## src/rtl/exec_pkg.sv

```systemverilog
// exec_pkg: shared types for the EX stage.
//   alu_op_t      ALU / HI-LO operation encoding carried on alu_ctrl_*
//   branch_type_t branch/jump kind carried through EX to the branch unit
//   RD_* / FWD_*  register-destination and forwarding-mux select codes
//   md_state_t    mul/div sequencer states
//   idex_t        ID/EX pipeline register contents
package exec_pkg;

   typedef enum logic [4:0] {
      ALU_ADD    = 5'd0,
      ALU_SUB    = 5'd1,
      ALU_ADDU   = 5'd2,
      ALU_SUBU   = 5'd3,
      ALU_AND    = 5'd4,
      ALU_OR     = 5'd5,
      ALU_XOR    = 5'd6,
      ALU_NOR    = 5'd7,
      ALU_SLT    = 5'd8,
      ALU_SLTU   = 5'd9,
      ALU_SLL    = 5'd10,
      ALU_SRL    = 5'd11,
      ALU_SRA    = 5'd12,
      ALU_SLLV   = 5'd13,
      ALU_SRLV   = 5'd14,
      ALU_SRAV   = 5'd15,
      ALU_LUI    = 5'd16,
      ALU_PASS_A = 5'd17,
      ALU_LINK   = 5'd18,
      ALU_MFHI   = 5'd19,
      ALU_MFLO   = 5'd20,
      ALU_MULT   = 5'd21,
      ALU_MULTU  = 5'd22,
      ALU_DIV    = 5'd23,
      ALU_DIVU   = 5'd24,
      ALU_MTHI   = 5'd25,
      ALU_MTLO   = 5'd26
   } alu_op_t;

   typedef enum logic [3:0] {
      BR_NONE = 4'b0000,
      BR_J    = 4'b0001,
      BR_JAL  = 4'b0010,
      BR_JR   = 4'b0011,
      BR_BEQ  = 4'b0100,
      BR_BNE  = 4'b0101,
      BR_BGEZ = 4'b0110,
      BR_BLTZ = 4'b0111
   } branch_type_t;

   localparam logic [1:0] RD_RT  = 2'b00;
   localparam logic [1:0] RD_RD  = 2'b01;
   localparam logic [1:0] RD_R31 = 2'b10;

   localparam logic [1:0] FWD_RF = 2'b00;
   localparam logic [1:0] FWD_W  = 2'b01;
   localparam logic [1:0] FWD_M  = 2'b10;

   typedef enum logic [1:0] {MD_IDLE, MD_BUSY, MD_DONE} md_state_t;

   typedef struct packed {
      logic        reg_write;
      logic        mem_to_reg;
      logic        mem_write;
      logic        mem_access;
      logic        branch;
      logic [4:0]  alu_ctrl;
      logic        alu_src;
      logic [1:0]  reg_dst;
      logic [3:0]  branch_type;
      logic [31:0] rd1;
      logic [31:0] rd2;
      logic [4:0]  rs;
      logic [4:0]  rt;
      logic [4:0]  rd;
      logic [4:0]  shamt;
      logic [31:0] sign_imm;
      logic [31:0] pc_plus4;
      logic [31:0] jump_addr;
   } idex_t;

   function automatic logic is_md_op(input logic [4:0] op);
      return (op == ALU_MULT) || (op == ALU_MULTU) || (op == ALU_DIV) || (op == ALU_DIVU);
   endfunction

endpackage

```

## src/rtl/execute_stage_mul_div.sv

```systemverilog
// mul_div_unit: iterative HI/LO multiply/divide, one result bit per cycle.
//   clk, rst          clock, synchronous active-high reset (clears HI/LO)
//   stall_e, flush_e  EX hold / bubble from the hazard unit
//   alu_op            operation currently in EX
//   op_a, op_b        forwarded rs / rt values
//   hi, lo            architectural HI/LO
//   md_stall          high while a MULT/DIV in EX has not reached DONE
module mul_div_unit
   import exec_pkg::*;
#(
   parameter int unsigned MD_CYCLES = 32
) (
   input  logic        clk,
   input  logic        rst,
   input  logic        stall_e,
   input  logic        flush_e,
   input  logic [4:0]  alu_op,
   input  logic [31:0] op_a,
   input  logic [31:0] op_b,
   output logic [31:0] hi,
   output logic [31:0] lo,
   output logic        md_stall
);

   localparam int unsigned CW = (MD_CYCLES > 1) ? $clog2(MD_CYCLES) : 1;
   localparam logic [CW-1:0] LAST = CW'(MD_CYCLES - 1);

   md_state_t   state;
   logic [CW-1:0] cnt;
   logic [63:0] acc;        // mul: {partial product, multiplier}; div: {remainder, quotient}
   logic [31:0] mag_b;
   logic [31:0] dividend;
   logic        is_div, neg_q, neg_r, div_zero;

   logic        is_md, is_signed;
   logic [31:0] mag_a_in, mag_b_in;
   logic [32:0] mul_sum, div_shift, div_diff;
   logic [63:0] acc_next, prod;
   logic [31:0] res_hi, res_lo;

   assign is_md     = is_md_op(alu_op);
   assign is_signed = (alu_op == ALU_MULT) || (alu_op == ALU_DIV);
   assign mag_a_in  = (is_signed && op_a[31]) ? -op_a : op_a;
   assign mag_b_in  = (is_signed && op_b[31]) ? -op_b : op_b;
   assign md_stall  = is_md && (state != MD_DONE);

   always_comb begin
      mul_sum   = {1'b0, acc[63:32]} + (acc[0] ? {1'b0, mag_b} : 33'd0);
      div_shift = {acc[63:32], acc[31]};
      div_diff  = div_shift - {1'b0, mag_b};
      if (is_div)
         acc_next = div_diff[32] ? {div_shift[31:0], acc[30:0], 1'b0}
                                 : {div_diff[31:0], acc[30:0], 1'b1};
      else
         acc_next = {mul_sum, acc[31:1]};

      prod   = neg_q ? -acc_next : acc_next;
      res_hi = prod[63:32];
      res_lo = prod[31:0];
      if (is_div) begin
         if (div_zero) begin
            res_lo = '1;
            res_hi = dividend;
         end else begin
            res_lo = neg_q ? -acc_next[31:0] : acc_next[31:0];
            res_hi = neg_r ? -acc_next[63:32] : acc_next[63:32];
         end
      end
   end

   always_ff @(posedge clk) begin
      if (rst) begin
         state    <= MD_IDLE;
         cnt      <= '0;
         acc      <= '0;
         mag_b    <= '0;
         dividend <= '0;
         is_div   <= 1'b0;
         neg_q    <= 1'b0;
         neg_r    <= 1'b0;
         div_zero <= 1'b0;
         hi       <= '0;
         lo       <= '0;
      end else if (flush_e) begin
         state <= MD_IDLE;
      end else begin
         case (state)
            MD_IDLE: begin
               if (is_md) begin
                  state    <= MD_BUSY;
                  cnt      <= '0;
                  acc      <= {32'd0, mag_a_in};
                  mag_b    <= mag_b_in;
                  dividend <= op_a;
                  is_div   <= (alu_op == ALU_DIV) || (alu_op == ALU_DIVU);
                  neg_q    <= is_signed && (op_a[31] ^ op_b[31]);
                  neg_r    <= is_signed && op_a[31];
                  div_zero <= (op_b == '0);
               end else if (!stall_e) begin
                  // MTHI/MTLO commit only on the edge the instruction leaves EX
                  if (alu_op == ALU_MTHI) hi <= op_a;
                  if (alu_op == ALU_MTLO) lo <= op_a;
               end
            end
            MD_BUSY: begin
               acc <= acc_next;
               cnt <= cnt + CW'(1);
               if (cnt == LAST) begin
                  hi    <= res_hi;
                  lo    <= res_lo;
                  state <= MD_DONE;
               end
            end
            MD_DONE: begin
               if (!stall_e) state <= MD_IDLE;
            end
            default: state <= MD_IDLE;
         endcase
      end
   end

endmodule

```

## src/rtl/execute_stage.sv

```systemverilog
// execute_stage: MIPS32 EX stage -- ID/EX register, forwarding muxes, ALU,
// branch target, destination register select and HI/LO mul/div unit.
//   inputs  *_d            decode-stage fields latched into ID/EX
//           stall_e/flush_e hazard-unit hold / bubble
//           forward_*_e, alu_out_m, result_w  forwarding controls and sources
//   outputs *_e            EX results and registered controls for MEM
//           rs_e, rt_e     specifiers for the hazard unit; md_stall
module execute_stage
   import exec_pkg::*;
#(
   parameter int unsigned MD_CYCLES = 32
) (
   input  logic        clk,
   input  logic        rst,
   input  logic        stall_e,
   input  logic        flush_e,
   input  logic        reg_write_d,
   input  logic        mem_to_reg_d,
   input  logic        mem_write_d,
   input  logic        mem_access_d,
   input  logic        branch_d,
   input  logic [4:0]  alu_ctrl_d,
   input  logic        alu_src_d,
   input  logic [1:0]  reg_dst_d,
   input  logic [3:0]  branch_type_d,
   input  logic [31:0] rd1_d,
   input  logic [31:0] rd2_d,
   input  logic [4:0]  rs_d,
   input  logic [4:0]  rt_d,
   input  logic [4:0]  rd_d,
   input  logic [4:0]  shamt_d,
   input  logic [31:0] sign_imm_d,
   input  logic [31:0] pc_plus4_d,
   input  logic [31:0] jump_addr_d,
   input  logic [1:0]  forward_a_e,
   input  logic [1:0]  forward_b_e,
   input  logic [31:0] alu_out_m,
   input  logic [31:0] result_w,
   output logic        reg_write_e,
   output logic        mem_to_reg_e,
   output logic        mem_write_e,
   output logic        mem_access_e,
   output logic        branch_e,
   output logic [31:0] alu_out_e,
   output logic [31:0] write_data_e,
   output logic [31:0] pc_branch_e,
   output logic [31:0] jump_addr_e,
   output logic [4:0]  write_reg_e,
   output logic [3:0]  branch_type_e,
   output logic        zero_e,
   output logic [4:0]  rs_e,
   output logic [4:0]  rt_e,
   output logic        md_stall
);

   idex_t       idex, idex_d;
   logic [31:0] src_a, src_b, hi, lo;

   always_comb begin
      idex_d             = '0;
      idex_d.reg_write   = reg_write_d;
      idex_d.mem_to_reg  = mem_to_reg_d;
      idex_d.mem_write   = mem_write_d;
      idex_d.mem_access  = mem_access_d;
      idex_d.branch      = branch_d;
      idex_d.alu_ctrl    = alu_ctrl_d;
      idex_d.alu_src     = alu_src_d;
      idex_d.reg_dst     = reg_dst_d;
      idex_d.branch_type = branch_type_d;
      idex_d.rd1         = rd1_d;
      idex_d.rd2         = rd2_d;
      idex_d.rs          = rs_d;
      idex_d.rt          = rt_d;
      idex_d.rd          = rd_d;
      idex_d.shamt       = shamt_d;
      idex_d.sign_imm    = sign_imm_d;
      idex_d.pc_plus4    = pc_plus4_d;
      idex_d.jump_addr   = jump_addr_d;
   end

   // flush beats any hold, including the internal mul/div stall
   always_ff @(posedge clk) begin
      if (rst || flush_e)
         idex <= '0;
      else if (!(stall_e || md_stall))
         idex <= idex_d;
   end

   always_comb begin
      case (forward_a_e)
         FWD_RF:  src_a = idex.rd1;
         FWD_W:   src_a = result_w;
         FWD_M:   src_a = alu_out_m;
         default: src_a = idex.rd1;
      endcase
      case (forward_b_e)
         FWD_RF:  write_data_e = idex.rd2;
         FWD_W:   write_data_e = result_w;
         FWD_M:   write_data_e = alu_out_m;
         default: write_data_e = idex.rd2;
      endcase
      src_b = idex.alu_src ? idex.sign_imm : write_data_e;
   end

   always_comb begin
      case (idex.alu_ctrl)
         ALU_ADD, ALU_ADDU: alu_out_e = src_a + src_b;
         ALU_SUB, ALU_SUBU: alu_out_e = src_a - src_b;
         ALU_AND:    alu_out_e = src_a & src_b;
         ALU_OR:     alu_out_e = src_a | src_b;
         ALU_XOR:    alu_out_e = src_a ^ src_b;
         ALU_NOR:    alu_out_e = ~(src_a | src_b);
         ALU_SLT:    alu_out_e = ($signed(src_a) < $signed(src_b)) ? 32'd1 : 32'd0;
         ALU_SLTU:   alu_out_e = (src_a < src_b) ? 32'd1 : 32'd0;
         ALU_SLL:    alu_out_e = src_b << idex.shamt;
         ALU_SRL:    alu_out_e = src_b >> idex.shamt;
         ALU_SRA:    alu_out_e = $unsigned($signed(src_b) >>> idex.shamt);
         ALU_SLLV:   alu_out_e = src_b << src_a[4:0];
         ALU_SRLV:   alu_out_e = src_b >> src_a[4:0];
         ALU_SRAV:   alu_out_e = $unsigned($signed(src_b) >>> src_a[4:0]);
         ALU_LUI:    alu_out_e = {idex.sign_imm[15:0], 16'd0};
         ALU_PASS_A: alu_out_e = src_a;
         ALU_LINK:   alu_out_e = idex.pc_plus4 + 32'd4;
         ALU_MFHI:   alu_out_e = hi;
         ALU_MFLO:   alu_out_e = lo;
         default:    alu_out_e = '0;
      endcase
   end

   always_comb begin
      case (idex.reg_dst)
         RD_RT:   write_reg_e = idex.rt;
         RD_RD:   write_reg_e = idex.rd;
         RD_R31:  write_reg_e = 5'd31;
         default: write_reg_e = idex.rt;
      endcase
   end

   assign zero_e        = (src_a == src_b);
   assign pc_branch_e   = idex.pc_plus4 + {idex.sign_imm[29:0], 2'b00};
   assign jump_addr_e   = idex.jump_addr;
   assign branch_type_e = idex.branch_type;
   assign reg_write_e   = idex.reg_write;
   assign mem_to_reg_e  = idex.mem_to_reg;
   assign mem_write_e   = idex.mem_write;
   assign mem_access_e  = idex.mem_access;
   assign branch_e      = idex.branch;
   assign rs_e          = idex.rs;
   assign rt_e          = idex.rt;

   mul_div_unit #(.MD_CYCLES(MD_CYCLES)) u_md (
      .clk      (clk),
      .rst      (rst),
      .stall_e  (stall_e),
      .flush_e  (flush_e),
      .alu_op   (idex.alu_ctrl),
      .op_a     (src_a),
      .op_b     (write_data_e),
      .hi       (hi),
      .lo       (lo),
      .md_stall (md_stall)
   );

endmodule

```

## config.mk

```make
export PLATFORM = sky130hd
export DESIGN_NAME = execute_stage
export DESIGN_NICKNAME = d
export VERILOG_FILES = /design/src/rtl/exec_pkg.sv /design/src/rtl/execute_stage_mul_div.sv /design/src/rtl/execute_stage.sv
export SDC_FILE = /design/constraint.sdc
export NUM_CORES = 2
export LEC_CHECK = 0
export BUFFER_PORTS_ARGS = -buffer_cell sky130_fd_sc_hd__buf_2
export CAP_MARGIN = 30
export CORE_MARGIN = 4
export CORE_UTILIZATION = 45
export CTS_BUF_LIST = sky130_fd_sc_hd__clkbuf_4
export DETAILED_ROUTE_END_ITERATION = 10
export PLACE_DENSITY = 0.76
export SLEW_MARGIN = 5
export SYNTH_ARGS = -nofsm -noshare
export SYNTH_HDL_FRONTEND = slang
export SYNTH_SLANG_ARGS = --single-unit
```

## constraint.sdc

```tcl
create_clock -name clk -period 8.1 [get_ports clk]
set_input_delay 0.405 -clock clk [delete_from_list [all_inputs] [get_ports clk]]
set_output_delay 0.405 -clock clk [all_outputs]
set_load 0.005 [all_outputs]
```

==> flow_summary.ini <==
[run_status]
outcome = complete, but fails checks
violations = negative hold slack

[logic_synthesis]
ys_ff_latch = 400
seq_area_frac_synth_pct = 21.3
yosysTopAreaCellShare_pct = 21.3
mappedNetlistNets = 5933
synth_cell_types = 107
synthCells = 5456
synth_async_sr_flop_share_pct = 0
synth_area_um2 = 37700
synth_edf_count = 0
synth_flop_cell = dfxtp_1
yosys_warnings = 0
avgSynthCellArea_um2 = 6.91
synth_top_area_cell = dfxtp_1
synth_top_cells_by_area = dfxtp_1, nand2_1, a21oi_1

[floorplan]
start_util_pct = 45.7
die_width_um = 297
die_area_um2 = 88400
std_cell_rows = 105
dieHeight_um = 297
core-area_um2 = 82500
io-pin-count = 423

[global_route]
grt_usage_pct = 47.0
gr-total-overflow = 0
grt_max_degree = 198
antenna_found_initial = 22
grt_pass1_vias = 44000
grt_pass1_wl_mm = 310

[detailed_routing]
vias_per_cell = 6.63
vias = 47200
drc = 0
routed_wl_mm = 219
firstDrtPassIters = 10
drt_iter0_markers = 6902
wl_per_cell_um = 30.8
ant_nets = 0

[hold_path]
hp-class = input pin to register

[worst_setup_path]
crit_arrival_ps = 7450
worstPathMaxFanout = 38
end_kind = output port
cp.required_ps = 7700
crit_type = register to output port
critPathLaunchType = register

[pwr]
power_density_nw_per_um2 = 130
p_leak_uw = 0.0189
p_total_uw = 5750
ir_worst_vdd_mv = 0.171

[timing]
fin_skew_ps = 106
finalCritPeriodShare_pct = 96.9
setup_violations = 0
rsz0062_at_grt = false
finalHoldViolCount = 1
relSlewSlack_pct = 21.8
tightest_slew_ps = 1170
drv_slew = 0
period_needed_ps = 7850
setup_tns_ps = 0
hold_ws_ps = -72.6
fmax_mhz = 127

[cts]
cts.root.buffer_cell = clkbuf_4
clk_path_buf_depth = 3
path_clk_slew_ps = 80
cts_tree = yes
numClockSinks = 400
insertion_delay_ps = 1040
postCtsSetupRepairBufs = 0
htreeDepth = 3
cts_buffers = 111

[job]
drv_cap = 0

[cells_and_area]
nets = 6423
syn2layout_area_growth_pct = 17.6
drive_gt1_share_pct = 14.7

[place]
dp_hpwl_mm = 170
gp_congestion = 1.11
portBuffers = 422
report_power, final:
| group | switching, µW | total (µW) | internal [µW] |
|---|---|---|---|
| logic | 1240 | 1820 | 575 |
| registers | 44.7 | 2040 | 2000 |
| clock network | 1030 | 1890 | 857 |
| total | 2320 | 5750 | 3430 |
metal layers:
layer	track usage, %	routed length (µm)	vias to the layer above
met5	0	46	-
met4	29.0	17000	6
met3	18.6	31400	758
met2	65.5	85800	3604
met1	60.3	85100	22300
li1	-	-	20600
synth_stat cells (50+ instances only):
cell type,count
a221oi_1,52
and2_1,55
a22oi_1,143
xnor2_1,179
ha_1,203
dfxtp_1,400
buf_4,50
nand2_1,933
inv_1,202
mux2i_1,151
a21o_1,71
o21ai_0,389
a21oi_1,611
clkbuf_1,316
a211oi_1,68
nor2_1,485
o211ai_1,118
nor3_1,105
xor2_1,89
nand3_1,96
repair_timing:
item,4_1_cts,5_1_grt
resized for setup,0,1
hold buffers,205,0
hold endpoints to repair,212,0
endpoints found under the setup margin,0,1
cell families after synthesis:
group | count (synthesis) | share of synthesized area, %
simple gates | 1903 | 22.0
compound gates | 1863 | 31.5
buf+inv | 626 | 6.88
flops | 400 | 21.3
xor+xnor | 268 | 6.23
fa+ha+maj | 208 | 7.01
mux | 188 | 5.14
state kept, by name, indices dropped and copies added, names as in the netlist:
name,cells
mem_to_reg_e,1
mem_write_e,1
u_md.mag_b,32
u_md.lo,32
mem_access_e,1
u_md.neg_r,1
branch_type_e,4
u_md.div_zero,1
u_md.is_div,1
u_md.state,2
u_md.cnt,5
u_md.dividend,32
idex,146
u_md.neg_q,1
jump_addr_e,32
u_md.hi,32
rt_e,5
rs_e,5
reg_write_e,1
u_md.acc,64
branch_e,1
worst max-delay path, cell delays in order (launching register included):
cell and delay [ps]:
dfxtp_2 850, nand2_1 110, o21ai_1 360, inv_1 280
ha_1 550, inv_1 130, o21ai_0 120, a21oi_1 90
o21ai_0 340, a41oi_1 230, o41ai_1 430, o21bai_1 200
a2111oi_0 580, o21ai_0 180, buf_4 210, o41ai_1 300
buf_4 210, a2111oi_0 120, mux2_2 290, o32ai_1 510
buf_4 210, buf_2 100
layout make-up:
cell class	count	area (µm²)
antenna	20	50.0
clock buffer	145	1090
clock inverter	48	263
fill	8073	38200
inverter	204	766
multi-input combinational	4430	27200
sequential	400	8020
tap	1070	1340
timing repair buffer	799	5540
placed cells by master (no fill, tap or decap), types with 17 or more instances in the layout:
master         synthesis  final
a211oi_1              68     68
a21o_1                71     71
a21oi_1              611    611
a221oi_1              52     52
a22oi_1              143    143
a31oi_1               47     47
and2_1                55     55
and3_1                34     34
buf_2                 18    422
buf_4                 50    164
clkbuf_4               0    147
clkinv_1               1     34
dfxtp_1              400    396
diode_2                0     20
dlygate4sd3_1          0    205
ha_1                 203    201
inv_1                202    202
mux2_2                32     32
mux2i_1              151    141
nand2_1              933    932
nand2b_1              30     29
nand3_1               96     96
nand4_1               29     29
nor2_1               485    475
nor2b_1               18     17
nor3_1               105    105
nor4_1                25     24
o2111ai_1             22     22
o211ai_1             118    118
o21a_1                38     38
o21ai_0              389    384
o21ai_1               39     43
o21bai_1              19     19
o221ai_1              22     22
o22ai_1               18     18
o31ai_1               34     34
or3_1                 21     21
xnor2_1              179    179
xor2_1                89     89
metrics by stage:
stage	util, %	setup WS (ps)	hold WS, ps	cell area [µm²]	instances
after floorplan	-	2160	416	37700	5456
after global placement	49.3	923	429	40700	6684
after detailed placement	49.4	834	444	40800	6691
after CTS	53.6	441	2.88	44200	7089
after global routing	53.6	35.4	9.05	44300	7103
final	53.7	250	-72.6	44300	7116
path summary, 6_finish.rpt:
| kind | start | endpoint | slack (ps) | depth (start not counted) |
|---|---|---|---|---|
| setup / recovery | idex[186]$_SDFFE_PP0N_ | alu_out_e[29] | 250 | 21 |
| hold / removal | result_w[29] | u_md.div_zero$_SDFFE_PP0P_ | -70 | 6 |
| setup reg to reg | u_md.acc[31]$_SDFFE_PP0P_ | u_md.hi[28]$_SDFFE_PP0P_ | 1370 | 25 |
| hold reg to reg | jump_addr_e[6]$_SDFFE_PP0N_ | jump_addr_e[6]$_SDFFE_PP0N_ | 450 | 2 |
(Power assumes the default switching activity.)
